## config.mk

```make
export PLATFORM = sky130hd
export DESIGN_NAME = fc_result_collector
export DESIGN_NICKNAME = d
export VERILOG_FILES = /design/src/rtl/fc_result_collector.sv
export SDC_FILE = /design/constraint.sdc
export NUM_CORES = 1
export LEC_CHECK = 0
export CAP_MARGIN = 5
export CORE_MARGIN = 5
export CORE_UTILIZATION = 49
export DETAILED_ROUTE_END_ITERATION = 6
export GPL_TIMING_DRIVEN = 0
export PLACE_DENSITY_LB_ADDON = 0.05
export SLEW_MARGIN = 15
export SYNTH_ARGS = -nofsm -noshare
export SYNTH_HDL_FRONTEND = slang
export SYNTH_SLANG_ARGS = --single-unit
```

## constraint.sdc

```tcl
create_clock -name clk -period 3.61 [get_ports clk]
set_clock_uncertainty 0.15 [all_clocks]
set_input_delay 0.722 -clock clk [delete_from_list [all_inputs] [get_ports clk]]
set_output_delay 0.722 -clock clk [all_outputs]
set_load 0.005 [all_outputs]
```

## src/rtl/fc_result_collector.sv

```systemverilog
// Collects one FC layer frame and tracks its argmax index.
// Define FC_SIGNED_CMP_EN to make the max search two's-complement signed.
module fc_result_collector #(
  parameter int WORD_SIZE  = 16,
  parameter int LAYER_SIZE = 10,
  localparam int N = $clog2(LAYER_SIZE)
) (
  input  logic                 clk,
  input  logic                 rst,
  input  logic                 flush,
  input  logic                 in_valid,
  output logic                 in_ready,
  input  logic [WORD_SIZE-1:0] in_data,
  output logic [WORD_SIZE-1:0] out_data [LAYER_SIZE],
  output logic [N-1:0]         out_class,
  output logic                 out_valid,
  input  logic                 out_ack
);

  localparam logic [N-1:0] LAST = N'(LAYER_SIZE - 1);

  typedef enum logic {
    COLLECT,
    HOLD
  } state_e;

  state_e               state_q, state_d;
  logic [N-1:0]         idx_q, idx_d;
  logic [WORD_SIZE-1:0] data_q [LAYER_SIZE];
  logic [WORD_SIZE-1:0] data_d [LAYER_SIZE];
  logic [WORD_SIZE-1:0] max_val_q, max_val_d;
  logic [N-1:0]         max_idx_q, max_idx_d;
  logic [N-1:0]         class_q, class_d;
  logic                 out_valid_q, out_valid_d;
  logic                 win;

  function automatic logic greater(
    input logic [WORD_SIZE-1:0] a,
    input logic [WORD_SIZE-1:0] b
  );
`ifdef FC_SIGNED_CMP_EN
    return $signed(a) > $signed(b);
`else
    return a > b;
`endif
  endfunction

  // First word of a frame always wins; ties keep the lower index.
  assign win = (idx_q == '0) || greater(in_data, max_val_q);

  always_comb begin
    state_d   = state_q;
    idx_d     = idx_q;
    data_d    = data_q;
    max_val_d = max_val_q;
    max_idx_d = max_idx_q;
    class_d   = class_q;
    if (flush) begin
      state_d = COLLECT;
      idx_d   = '0;
    end else begin
      unique case (state_q)
        COLLECT: begin
          if (in_valid) begin
            data_d[idx_q] = in_data;
            if (win) begin
              max_val_d = in_data;
              max_idx_d = idx_q;
            end
            if (idx_q == LAST) begin
              state_d = HOLD;
              idx_d   = '0;
              class_d = win ? idx_q : max_idx_q;
            end else begin
              idx_d = idx_q + N'(1);
            end
          end
        end
        HOLD: begin
          if (out_ack) begin
            state_d = COLLECT;
          end
        end
        default: state_d = COLLECT;
      endcase
    end
    out_valid_d = (state_d == HOLD);
  end

  always_ff @(posedge clk) begin
    if (rst) begin
      state_q     <= COLLECT;
      idx_q       <= '0;
      max_val_q   <= '0;
      max_idx_q   <= '0;
      class_q     <= '0;
      out_valid_q <= 1'b0;
      for (int k = 0; k < LAYER_SIZE; k++) begin
        data_q[k] <= '0;
      end
    end else begin
      state_q     <= state_d;
      idx_q       <= idx_d;
      max_val_q   <= max_val_d;
      max_idx_q   <= max_idx_d;
      class_q     <= class_d;
      out_valid_q <= out_valid_d;
      for (int k = 0; k < LAYER_SIZE; k++) begin
        data_q[k] <= data_d[k];
      end
    end
  end

  assign in_ready  = (state_q == COLLECT) && !rst;
  assign out_valid = out_valid_q;
  assign out_class = class_q;
  assign out_data  = data_q;

endmodule

```

; Word-level counts from Yosys, hierarchy flattened
; Cells that the tools add are included.
[totals]
reg_bits = 189
inputBits = 21
output_inout_bits = 166
wordCells = 42
[op_classes]
addsub = 1
magnitude_cmp = 3
eq_ne = 1
muxes = 9
n_bitwise = 3
n_reduce_logical = 10
[op_table]
columns = cell, n
row1 = $bwmux W160, 1
row2 = $demux W16 S4, 1
row3 = $gt A16 B16 Y1, 1
row4 = $mux W16, 1
row5 = $mux W4, 2
row6 = $reduce_and A4 Y1, 2
row7 = $ge A5 B5 Y1 const B, 1
row8 = $lt A5 B1 Y1 const B, 1
row9 = $not A4 Y5, 1
row10 = $add A4 B1 Y4 const B, 1
row11 = $eq A4 B4 Y1 const B, 1
row12 = $logic_not A4 Y1, 1
row13 = $mux W1, 3
row14 = $reduce_and A3 Y1, 1
row15 = $logic_and A1 B1 Y1, 2
row16 = $not A1 Y1, 2
row17 = $pmux W1 S2, 1
row18 = $reduce_and A2 Y1, 1
row19 = $reduce_or A2 Y1, 1
row20 = $logic_not A1 Y1, 1
row21 = $logic_or A1 B1 Y1, 1

; Depth between registers and ports, before layout
[depth]
ltp_word = 6
mapped_depth = 11
depth_no_buf = 8

; Least setup slack after synthesis
; No wires, ideal clock.
[synth_path]
kind = input to register
start = input in_data[15]
end = register max_val_q[2]
arrival_time_ns = 2.547
setup_slack_ns = 0.825
path_stages = 8
cell_sequence = ha_1 > nand4_2 > nor4_2 > a21bo_1 > and3_4 > buf_6 > or4b_1 > o31ai_1
[synth_between]
elab_chain_len = 3
[synth_rtl]
columns = item, line
row1 = from (decl), 13  ; input logic [WORD_SIZE-1:0] in_data,
row2 = $gt A16 B16 Y1, 44  ; return a > b;
row3 = $logic_or A1 B1 Y1, 49  ; assign win = (idx_q == '0) || greater(in_data, max_val_q);
row4 = $reduce_and A4 Y1 (no source line), -
row5 = to (signal assigned), 104  ; max_val_q <= max_val_d;
row6 = to (decl), 31  ; logic [WORD_SIZE-1:0] max_val_q, max_val_d;
; No other way between the ends.
; A chain may end at the register's enable or synchronous reset.

; Final worst setup path
[layout_path]
start = input rst
end = output in_ready
[layout_between]
elab_chain_len = 2
[layout_rtl]
columns = item, line
row1 = from (decl), 9  ; input logic rst,
row2 = $logic_not A1 Y1, 114  ; assign in_ready = (state_q == COLLECT) && !rst;
row3 = $logic_and A1 B1 Y1, 114
row4 = to (decl), 12  ; output logic in_ready,
; No other way between the ends.

==> flow_metrics.tcl <==
set metrics [dict create \
    status "finished, final reports clean" \
    power.total_mw 4.24 \
    path_buf_inv 5 \
    crit_chain "clkdlybuf4s50_1 > clkbuf_8 > buf_6 > clkbuf_1 > nor2_1 > clkdlybuf4s50_1" \
    dp_hpwl_um 15600 \
    yosysTopAreaCell "dfxtp_1" \
    dieWidth_um 132 \
    start_util 0.501 \
    area_delta_synth_final_pct 36.2 \
    drcViolationCount 0 \
    totalWireLength_um 22600 \
    coreArea_um2 14600 \
    endpoint_kind "output port" \
    ios 187 \
    p_leak_nw 3.57 \
    grt_max_degree 17 \
    htree_levels 4 \
    hold_violations 0 \
    cts_buffer_depth 2 \
    fp.dieArea_um2 17500 \
    slowest_stage "clkdlybuf4s50_1" \
    port_buffers 184 \
    synth_cell_types 38 \
    worstMarginPinSlew_ns 0.973 \
    grt_pass1_vias 6415 \
    grt_overflow 0 \
    n_antenna_cell 0 \
    cts_tree "yes" \
    ys_top_cells_by_area "dfxtp_1 (52%), nand2_1 (13%), a21oi_1 (9.6%)" \
    cts.sinks 189 \
    grt_first_pass_wirelength_um 35400 \
    whs_ns 0.303 \
    syn_nets 914 \
    dr.pass1.iters 5 \
    timing.fmax_ghz 0.288 \
    ys_ff_latch 189 \
    critPathMostFrequentCell "clkdlybuf4s50_1" \
    die_h_um 132 \
    wire_per_inst_um 17.7 \
    final_antenna_net_count 0 \
    setup_tns_ns 0 \
    ctsHoldBuffers 0 \
    slew_headroom 0.351 \
    n_fill_cell 1263 \
    min_path_type "flip-flop to flip-flop" \
    cp_top_family "buffers and inverters" \
    syn_inst 877 \
    fin_crit_sh 0.962 \
    async_flop_share 0 \
    drive_gt1_frac 0.0477 \
    cts-root-buf "clkbuf_16" \
    vias 6686 \
    yosysSeqAreaShare 0.518 \
    cts_buffers 17 \
    rows 44 \
    synth_area_um2 7310 \
    finalSetupViolCount 0 \
    yosysTopAreaCellShare 0.518 \
    antenna_found_initial 0 \
    slew_violations 0 \
    clk_pin_slew_ns 0.06 \
    syn_avg_cell_area_um2 8.33 \
    synth_edf_count 0 \
    cpPeakStageDelay_ns 0.57 \
    insertion_delay_ns 0.43 \
    synth_ff_type "dfxtp_1" \
    yosys_warnings 0 \
    path_max_fanout 10 \
    power_density_nw_per_um2 426 \
    start_kind "input pin" \
    path_class "input pin to output port" \
    nets 1117 \
    period_minus_slack_ns 3.47 \
    rsz0062_at_grt "no" \
    arrival_ns 2.60 \
    viasPerCell 5.24 \
    drt_iter0_markers 454 \
    grt_usage 0.255 \
    layout_commonest_cell "nand2_1" \
    drv_cap 0 \
    ctsResizeCount 0 \
    mostFrequentLayoutCells "nand2_1 (257), dfxtp_1 (189), clkdlybuf4s50_1 (184)" \
    cts_setup_buffers 0 \
    routabilityCongestion 0.907 \
    required_ns 2.74 \
    peakVddDrop_uv 348 \
]
[flip-flops by register name, indices dropped and copies added, names as in the netlist]
signal and count:
idx_q 4, out_class 4, max_idx_q 4, out_valid 1, out_data 160, max_val_q 16
[Yosys cell counts, types with 3 or more instances]
cell and number:
nand2_1 257, dfxtp_1 189, a21oi_1 140, clkbuf_1 56
nor2_1 40, mux2i_1 31, inv_1 24, nand3_1 24
ha_1 16, o31ai_1 15, or4b_1 15, o21ai_0 11
buf_2 8, nor3_1 8, nor4_2 6, buf_6 4
nor2b_1 4, nand4_1 3
[through the flow]
stage / utilization / setup WS (ns) / cell area (um^2) / std cells
after floorplan: - / 0.825 / 7310 / 877
after global placement: 0.643 / 0.0325 / 9380 / 1245
after detailed placement: 0.643 / 0.0393 / 9380 / 1245
after CTS: 0.682 / 0.142 / 9950 / 1275
after global routing: 0.682 / 0.0203 / 9950 / 1275
final: 0.682 / 0.137 / 9950 / 1275
[cells by family (layout without fill, tap and decap cells)]
group,count (synthesis),in the layout,synth area share
AOI/OAI and AO/OA,176,176,0.131
muxes,31,31,0.0425
and+or+nand+nor,368,368,0.222
DFF,189,189,0.518
xor gates and xnor gates,2,2,0.00240
buffers and inverters,95,309,0.0567
adders and majority gates,16,16,0.0274
[layout make-up]
cell class	instances	area (um^2)	share of cell area
Buffer	71	324	0.0326
Inverter	24	90.1	0.00905
Clock inverter	10	115	0.0116
Sequential cell	189	3780	0.380
Clock buffer	20	457	0.0459
Timing Repair Buffer	184	1840	0.185
Tap cell	184	230	0.0231
Multi-Input combinational cell	593	3110	0.312
[worst reg2reg max path, stage by stage (launching register included)]
cell and delay, ns:
dfxtp_1 0.31, inv_1 0.05, ha_1 0.32, nand4_2 0.16
nor4_2 0.36, a21bo_1 0.26, and3_4 0.18, buf_6 0.13
nor2_2 0.35, buf_6 0.21, o31ai_1 0.09
[layer usage]
layer | vias to the layer above | GRT usage | wire length [um]
met2 | 181 | 0.411 | 10700
met5 | - | 0 | 0
met4 | 0 | 0.0857 | 587
li1 | 3332 | - | -
met1 | 3144 | 0.321 | 9640
met3 | 29 | 0.0874 | 1650
[power breakdown]
group,total [mW],switching (mW),internal (mW)
clock network,1.85,0.796,1.05
registers,2.12,0.00968,2.11
logic,0.276,0.180,0.0965
total,4.24,0.985,3.25
[path summary, 6_finish.rpt]
path | from | to | slack (ns) | depth (start not counted)
setup / recovery | rst | in_ready | 0.14 | 6
hold / removal | out_data[18] | out_data[18] | 0.30 | 2
setup reg to reg | max_val_q[15] | max_val_q[11] | 0.91 | 10
hold reg to reg | out_data[18] | out_data[18] | 0.30 | 2
No activity file was read; power rests on OpenSTA's default activity.
